## src/rtl/btn_event_pkg.sv

```systemverilog
// Shared types and constants for the button event decoder.
// Optional auto-repeat is controlled in btn_event_gen by BTN_AUTOREPEAT_EN.
package btn_event_pkg;

    // FSM state encoding for the event decoder.
    typedef enum logic [1:0] {
        IDLE      = 2'd0,
        PRESSED   = 2'd1,
        LONG_HELD = 2'd2
    } btn_state_t;

    // Nominal system clock, used to derive default hold thresholds.
    localparam int DEFAULT_CLK_HZ = 100_000_000;

    // Converts a duration in milliseconds to clock cycles at DEFAULT_CLK_HZ.
    function automatic int ms_to_cycles(input int ms);
        return (DEFAULT_CLK_HZ / 1000) * ms;
    endfunction

endpackage

```

## src/rtl/btn_event_gen.sv

```systemverilog
// Button event decoder: turns a debounced button level into one-cycle
// press / release / click / long / repeat events plus a held level.
// Macro BTN_AUTOREPEAT_EN: when defined, LONG_HELD emits repeat_pulse every
// REPEAT_PERIOD cycles; when undefined repeat_pulse is 0 and the counter
// rests at 0 while long-held.
//
// Handshake: none. db_in is a plain synchronous level; every output is a
// registered level or single-cycle strobe with no backpressure.
module btn_event_gen
    import btn_event_pkg::*;
#(
    parameter int CNT_WIDTH     = 27,
    parameter int LONG_THRESH   = ms_to_cycles(500),
    parameter int REPEAT_PERIOD = ms_to_cycles(100)
) (
    input  logic       clk,
    input  logic       rst,
    input  logic       db_in,
    output logic       press_pulse,
    output logic       release_pulse,
    output logic       click_pulse,
    output logic       long_pulse,
    output logic       repeat_pulse,
    output logic       held,
    output btn_state_t dbg_state
);

    // Terminal counts: compare against threshold minus one so the counter
    // is cleared on the very edge the event fires and never wraps.
    localparam logic [CNT_WIDTH-1:0] LONG_LAST = CNT_WIDTH'(LONG_THRESH - 1);
`ifdef BTN_AUTOREPEAT_EN
    localparam logic [CNT_WIDTH-1:0] REP_LAST  = CNT_WIDTH'(REPEAT_PERIOD - 1);
`endif

    // Reject parameter sets whose thresholds do not fit the counter.
    generate
        if ((LONG_THRESH < 2) || (REPEAT_PERIOD < 2) ||
            (longint'(LONG_THRESH) >= (longint'(1) << CNT_WIDTH)) ||
            (longint'(REPEAT_PERIOD) >= (longint'(1) << CNT_WIDTH))) begin : g_bad_cfg
            $error("btn_event_gen: thresholds must be in [2, 2**CNT_WIDTH)");
        end
    endgenerate

    btn_state_t           r_state;
    btn_state_t           w_state_nxt;
    logic [CNT_WIDTH-1:0] r_cnt;
    logic [CNT_WIDTH-1:0] w_cnt_nxt;

    logic w_press_nxt;
    logic w_release_nxt;
    logic w_click_nxt;
    logic w_long_nxt;
    logic w_repeat_nxt;
    logic w_held_nxt;

    logic r_press;
    logic r_release;
    logic r_click;
    logic r_long;
    logic r_repeat;
    logic r_held;

    // State and hold-time counter registers.
    always_ff @(posedge clk or posedge rst) begin
        if (rst) begin
            r_state <= IDLE;
            r_cnt   <= '0;
        end else begin
            r_state <= w_state_nxt;
            r_cnt   <= w_cnt_nxt;
        end
    end

    // Next state and counter; a release always wins over a threshold hit.
    always_comb begin
        w_state_nxt = r_state;
        w_cnt_nxt   = r_cnt;
        case (r_state)
            IDLE: begin
                w_cnt_nxt = '0;
                if (db_in) begin
                    w_state_nxt = PRESSED;
                end
            end
            PRESSED: begin
                if (!db_in) begin
                    w_state_nxt = IDLE;
                    w_cnt_nxt   = '0;
                end else if (r_cnt == LONG_LAST) begin
                    w_state_nxt = LONG_HELD;
                    w_cnt_nxt   = '0;
                end else begin
                    w_cnt_nxt   = r_cnt + CNT_WIDTH'(1);
                end
            end
            LONG_HELD: begin
                if (!db_in) begin
                    w_state_nxt = IDLE;
                    w_cnt_nxt   = '0;
                end else begin
`ifdef BTN_AUTOREPEAT_EN
                    if (r_cnt == REP_LAST) begin
                        w_cnt_nxt = '0;
                    end else begin
                        w_cnt_nxt = r_cnt + CNT_WIDTH'(1);
                    end
`else
                    w_cnt_nxt = '0;
`endif
                end
            end
            default: begin
                w_state_nxt = IDLE;
                w_cnt_nxt   = '0;
            end
        endcase
    end

    // Event decode for the coming cycle, mirroring the transition priorities.
    always_comb begin
        w_press_nxt   = 1'b0;
        w_release_nxt = 1'b0;
        w_click_nxt   = 1'b0;
        w_long_nxt    = 1'b0;
        w_repeat_nxt  = 1'b0;
        case (r_state)
            IDLE: begin
                w_press_nxt = db_in;
            end
            PRESSED: begin
                if (!db_in) begin
                    w_release_nxt = 1'b1;
                    w_click_nxt   = 1'b1;
                end else if (r_cnt == LONG_LAST) begin
                    w_long_nxt    = 1'b1;
                end
            end
            LONG_HELD: begin
                if (!db_in) begin
                    w_release_nxt = 1'b1;
                end
`ifdef BTN_AUTOREPEAT_EN
                else if (r_cnt == REP_LAST) begin
                    w_repeat_nxt  = 1'b1;
                end
`endif
            end
            default: begin
                w_press_nxt = 1'b0;
            end
        endcase
        w_held_nxt = (w_state_nxt != IDLE);
    end

    // Output registers so every event is glitch-free and one cycle wide.
    always_ff @(posedge clk or posedge rst) begin
        if (rst) begin
            r_press   <= 1'b0;
            r_release <= 1'b0;
            r_click   <= 1'b0;
            r_long    <= 1'b0;
            r_repeat  <= 1'b0;
            r_held    <= 1'b0;
        end else begin
            r_press   <= w_press_nxt;
            r_release <= w_release_nxt;
            r_click   <= w_click_nxt;
            r_long    <= w_long_nxt;
            r_repeat  <= w_repeat_nxt;
            r_held    <= w_held_nxt;
        end
    end

    assign press_pulse   = r_press;
    assign release_pulse = r_release;
    assign click_pulse   = r_click;
    assign long_pulse    = r_long;
    assign repeat_pulse  = r_repeat;
    assign held          = r_held;
    assign dbg_state     = r_state;

endmodule

```

## config.mk

```make
export PLATFORM = sky130hd
export DESIGN_NAME = btn_event_gen
export DESIGN_NICKNAME = d
export VERILOG_FILES = /design/src/rtl/btn_event_pkg.sv /design/src/rtl/btn_event_gen.sv
export SDC_FILE = /design/constraint.sdc
export NUM_CORES = 1
export LEC_CHECK = 0
export BUFFER_PORTS_ARGS = -buffer_cell sky130_fd_sc_hd__buf_2
export CORE_MARGIN = 1
export CORE_UTILIZATION = 30
export DETAILED_ROUTE_END_ITERATION = 6
export HOLD_SLACK_MARGIN = 0.12
export PLACE_DENSITY = 0.47
export SYNTH_ARGS = -nofsm -noshare
export SYNTH_HDL_FRONTEND = slang
export SYNTH_SLANG_ARGS = --single-unit
```

## constraint.sdc

```tcl
create_clock -name clk -period 3.6 [get_ports clk]
set_input_delay 0.54 -clock clk [delete_from_list [all_inputs] [get_ports clk]]
set_output_delay 0.54 -clock clk [all_outputs]
set_load 0.01 [all_outputs]
```

---- Yosys cells after proc, flatten, opt, wreduce, memory -nomap -nowiden ----
Index checks and enable logic that the tools add are counted.
word-level totals
  bits in registers ....................... 34
  output and inout bits ................... 8
operators by class
  add/subtract/negate cells ............... 1
  equal/unequal tests ..................... 3
  muxes and demuxes ....................... 15
  reductions and logical operators ........ 3
operators with widths
  operator                                                                 number
  27-bit 2-to-1 mux                                                        3
  27-bit by 1-bit adder with 27-bit output, second input constant          1
  27-bit by 26-bit equality test with 1-bit output, second input constant  1
  2-bit 2-to-1 mux                                                         4
  1-bit 2-to-1 mux                                                         7
  2-bit case mux with 3 select lines                                       1
  2-bit by 1-bit equality test with 1-bit output, second input constant    1
  2-bit equality test, second input constant                               1
  2-bit zero test                                                          1
  2-bit nonzero test                                                       1
  2-bit OR reduction                                                       1

---- Logic depth before layout (Yosys ltp) ----
  depth after elaboration ................. 5
  mapped depth ............................ 6

---- Worst setup path after synthesis ----
OpenSTA, ideal clock, no wires.
  path kind ............................... register to register
  start point ............................. register r_cnt[8]
  end point ............................... register r_cnt[1]
  setup time .............................. 0.120 ns
  arrival ................................. 1.568 ns
  data required time ...................... 3.480 ns
  path slack .............................. 1.912 ns
  cell stages (with the launch flop) ...... 4
  cells stage by stage .................... dfrtp_1 > or4_1 > or4_4 > and3_1
between the ends
  cells in the longest elaborated chain, start to end .. 4
ends and longest elaborated chain
  element                                           RTL line             source
  start: declaration                                btn_event_gen.sv:46  logic [CNT_WIDTH-1:0] r_cnt;
  start signal: assignment                          btn_event_gen.sv:70  r_cnt <= w_cnt_nxt;
  27-bit by 26-bit equality test with 1-bit output  btn_event_gen.sv:89  end else if (r_cnt == LONG_LAST) begin
  27-bit 2-to-1 mux                                 btn_event_gen.sv:89
  27-bit 2-to-1 mux                                 btn_event_gen.sv:86  if (!db_in) begin
  27-bit 2-to-1 mux                                 n/a
  net w_cnt_nxt[1]                                  btn_event_gen.sv:47  logic [CNT_WIDTH-1:0] w_cnt_nxt;
The timed path passes the listed nets, and every way through them passes these cells.

---- Worst setup path after layout ----
  start point ............................. register r_cnt[2]
  end point ............................... register r_cnt[20]
between the ends
  cells in the longest elaborated chain, start to end .. 4
  elaborated cells between the ends (all ways) .. 5
ends and longest elaborated chain
  element                                                                                                              RTL line
  27-bit by 1-bit adder with 27-bit output / 27-bit by 26-bit equality test with 1-bit output (equally long branches)  btn_event_gen.sv:93, btn_event_gen.sv:89
  27-bit 2-to-1 mux *                                                                                                  btn_event_gen.sv:89
  27-bit 2-to-1 mux *                                                                                                  btn_event_gen.sv:86
  27-bit 2-to-1 mux *                                                                                                  n/a
  net w_cnt_nxt[20]                                                                                                    btn_event_gen.sv:47
Mark *: on every way through the listed nets, which the timed path passes. The rest lies on a longest branch.

==> results.txt <==
----------------------------------------------------
[Pwr]
  Power per unit of standard cell area ... 456 mW/mm^2
  Cell-internal power ... 0.681 mW
  Max VDD drop ... 0.000173 V
  Relative contribution of combinational cells to total power ... 18.1%
  Register share of total power ... 45.0%
  Standby leakage power ... 0.829 nW
  Clock group share of total power ... 36.9%
  Total Power ... 0.946 mW
  Switching power ... 0.265 mW
  Share of total power consumed by net switching ... 28.0%

[Setup path]
  Highest-delay cell along the critical path ... or4_1
  Required arrival time at the worst endpoint ... 3820 ps
  Critical path arrival ... 2350 ps
  Max stage delay on crit path ... 530 ps
  Peak fanout along the critical path ... 12
  Worst setup path class ... reg -> reg
  CP Launch Type ... flop
  CP Cell Sequence ... and4_1 > nand4_1 > or4_1 > a21oi_1
  Critical path capture point type ... flop

[STA]
  Final setup skew ... 6.64 ps
  Clock period minus final worst setup slack ... 2130 ps
  Max-slew violation total from the final report ... 0
  Fin crit share ... 59.2%
  Number of hold violations in the final report ... 0
  Transition time at the pin with the least slew margin ... 1070 ps
  Worst relative slew slack ... 28.3%
  Achievable Freq ... 0.469 GHz
  Setup tns final ... 0 ps
  Setup repair after global routing missed its margin ... false
  Final hold slack ... 460 ps
  Final setup violation count ... 0

[Logic synthesis]
  Warnings, synthesis ... 0
  Post-synth net total ... 197
  Share of the yosys chip area belonging to registers ... 45.6%
  Top-area cell type share of the netlist area ... 45.6%
  Most area-consuming cells after synthesis ... dfrtp_1 (46%), xor2_1 (4.2%), a21oi_1 (3.8%), or4_1 (3.6%), ha_1 (3.4%)
  Number of enable-type register cells in the synthesized netlist ... 0
  Register bit total from synthesis ... 34
  Asr flop ratio synth ... 100%
  Syn Inst Count ... 189
  Post-Synthesis Cell Area ... 0.00187 mm^2
  Count of cell types in the netlist ... 42
  Flip-flop cell with the highest count after synthesis ... dfrtp_1
  Avg Cell Area, Syn ... 9.87 um^2
  Biggest area consumer among synthesized cells ... dfrtp_1

[Clock tree]
  Clock tree sinks ... 34
  Clock root buffer ... clkbuf_8
  Buffer depth of the longest clock path ... 2
  Cts bufs inserted ... 5
  # resized after CTS ... 0
  Number of buffers inserted to repair setup after CTS ... 0
  Reg clk slew, reported paths ... 70 ps
  H-tree depth ... 2
  Clock latency at the later pin of the worst-skew pair ... 290 ps
  Count of hold buffers inserted by post-cts repair ... 0
  TritonCTS clock tree ... done

[GRT]
  Maximum number of pins on one net before global-route repair ... 28
  Initial antenna violation count ... 0
  Vias in the first global route ... 1383
  Global-route wire length before repair ... 6890 um
  Total global routing overflow ... 0
  Total GRT Usage ... 14.0%

[Routing]
  Vias ... 1450
  Routed WL ... 3960 um
  Number of antenna-violating nets in the routed design ... 0
  Remaining routing DRC violations ... 0
  Detail-routed via count per cell ... 5.29
  WL per Instance ... 14.5 um
  Number of DRC violations after detailed-routing iteration 0 ... 63
  Pre-Repair DR Iteration Count ... 4

[Job]
  Max Cap Viol ... 0

[Cells and area]
  Final instance area ... 0.00207 mm^2
  Most frequent cells in the layout ... dfrtp_1 (34), a21oi_1 (14), nand3_1 (11), nor2_1 (11), nand2_1 (10)
  Nets ... 206
  Commonest non-fill, non-tap cell in the layout ... dfrtp_1
  Area growth, synth to finish ... 11.1%
  Number of standard cells in the final layout excluding fillers ... 274
  Layout cell share with drive strength beyond 1 ... 15.6%
  Antenna cells ... 0

[Die]
  DIE WIDTH ... 80.9 um
  Starting utilization of the core area ... 31.3%
  Chip Height ... 80.9 um
  IO Pins ... 11
  Total die area ... 0.00654 mm^2
  Core Region ... 0.00596 mm^2
  Core Rows ... 28

[Status]
  Run status ... finished clean

[Place]
  Final HPWL DP ... 2710 um
  Cell count after placement ... 266
  Port Buffers ... 9
  Placed instance area ... 0.00196 mm^2
  Final weighted congestion in routability-driven placement ... 0.732

[Hold path]
  Kind of path behind the tightest hold check ... reg -> reg

----------------------------------------------------
==> through the flow <==
step / utilization, % / setup WS, ps
2_1_floorplan: - / 1910
3_3_place_gp: 33.0 / 1560
3_5_place_dp: 33.0 / 1450
4_1_cts: 34.8 / 1450
5_1_grt: 34.8 / 1260
6_report: 34.8 / 1470
==> worst paths after layout <==
path	cells past startpoint	slack (ps)	startpoint	to
min in group asynchronous	2	500	rst	r_cnt[0]
max in group asynchronous	3	2390	rst	r_cnt[20]
min reg2reg	1	460	r_cnt[0]	r_cnt[0]
max reg2reg	4	1470	r_cnt[2]	r_cnt[20]
max	4	1470	r_cnt[2]	r_cnt[20]
min	1	460	r_cnt[0]	r_cnt[0]
==> state kept, by name, indices dropped and copies added (netlist names) <==
signal	count
r_cnt	27
dbg_state	2
click_pulse	1
held	1
long_pulse	1
press_pulse	1
release_pulse	1
==> Yosys cell counts (2+ instances only) <==
cell type / instances
nor4_1: 2
o31ai_1: 7
nor2b_1: 2
ha_1: 5
a21oi_1: 14
inv_1: 6
xor2_1: 9
o21ai_0: 6
nand3_1: 11
or3_1: 7
and3_1: 6
and2_1: 3
or4_1: 9
dfrtp_1: 34
or4_4: 2
nand2_1: 10
buf_2: 5
a21oi_2: 2
o221ai_1: 2
nand4_1: 8
nor3_1: 2
nor2_1: 11
clkbuf_1: 2
buf_6: 2
buf_4: 2
and4_1: 3
nand2_2: 2
==> logic make-up (layout without fill, tap and decap cells) <==
group | Yosys count | after routing | share of synthesized area, %
AO/OA/AOI/OAI | 39 | 39 | 14.2
XOR/XNOR | 10 | 10 | 4.70
adder cells (fa/ha/maj) | 5 | 5 | 3.35
buffers and inverters | 17 | 27 | 4.96
flip-flops | 34 | 34 | 45.6
other | 1 | 1 | 0.201
AND/OR/NAND/NOR | 83 | 83 | 27.0
==> final cells by class <==
type,count,area [um^2]
inverters,6,22.5
clock inverters,3,40.0
fillers,626,3880
clock buffers,5,68.8
flip-flops and latches,34,851
multi-input cells,138,922
repair buffers,13,75.1
well taps,75,93.8
==> metal layers <==
| metal | vias up | part of all wire [%] | global-route usage [%] |
|---|---|---|---|
| li1 | 717 | - | - |
| met1 | 702 | 50 | 18.5 |
| met2 | 24 | 46 | 21.9 |
| met3 | 7 | 3.3 | 3.37 |
| met4 | 0 | 1.6 | 5.36 |
| met5 | - | 0 | 0 |
==> worst max-delay path: cells and delay by family (launching register included) <==
family | cells | cell delay [ps]
flip-flops | 1 | 410
AND/OR/NAND/NOR | 3 | 1490
AO/OA/AOI/OAI | 1 | 160
==> power groups by stage <==
stage | Combinational [mW] | Clock (mW) | Sequential [mW]
CTS | 0.175 | 0.361 | 0.426
detailed placement | 0.173 | 0 | 0.434
floorplan | 0.106 | 0 | 0.443
global route | 0.192 | 0.385 | 0.429
global placement | 0.175 | 0 | 0.434
finish | 0.171 | 0.349 | 0.425
(Power assumes the default switching activity.)
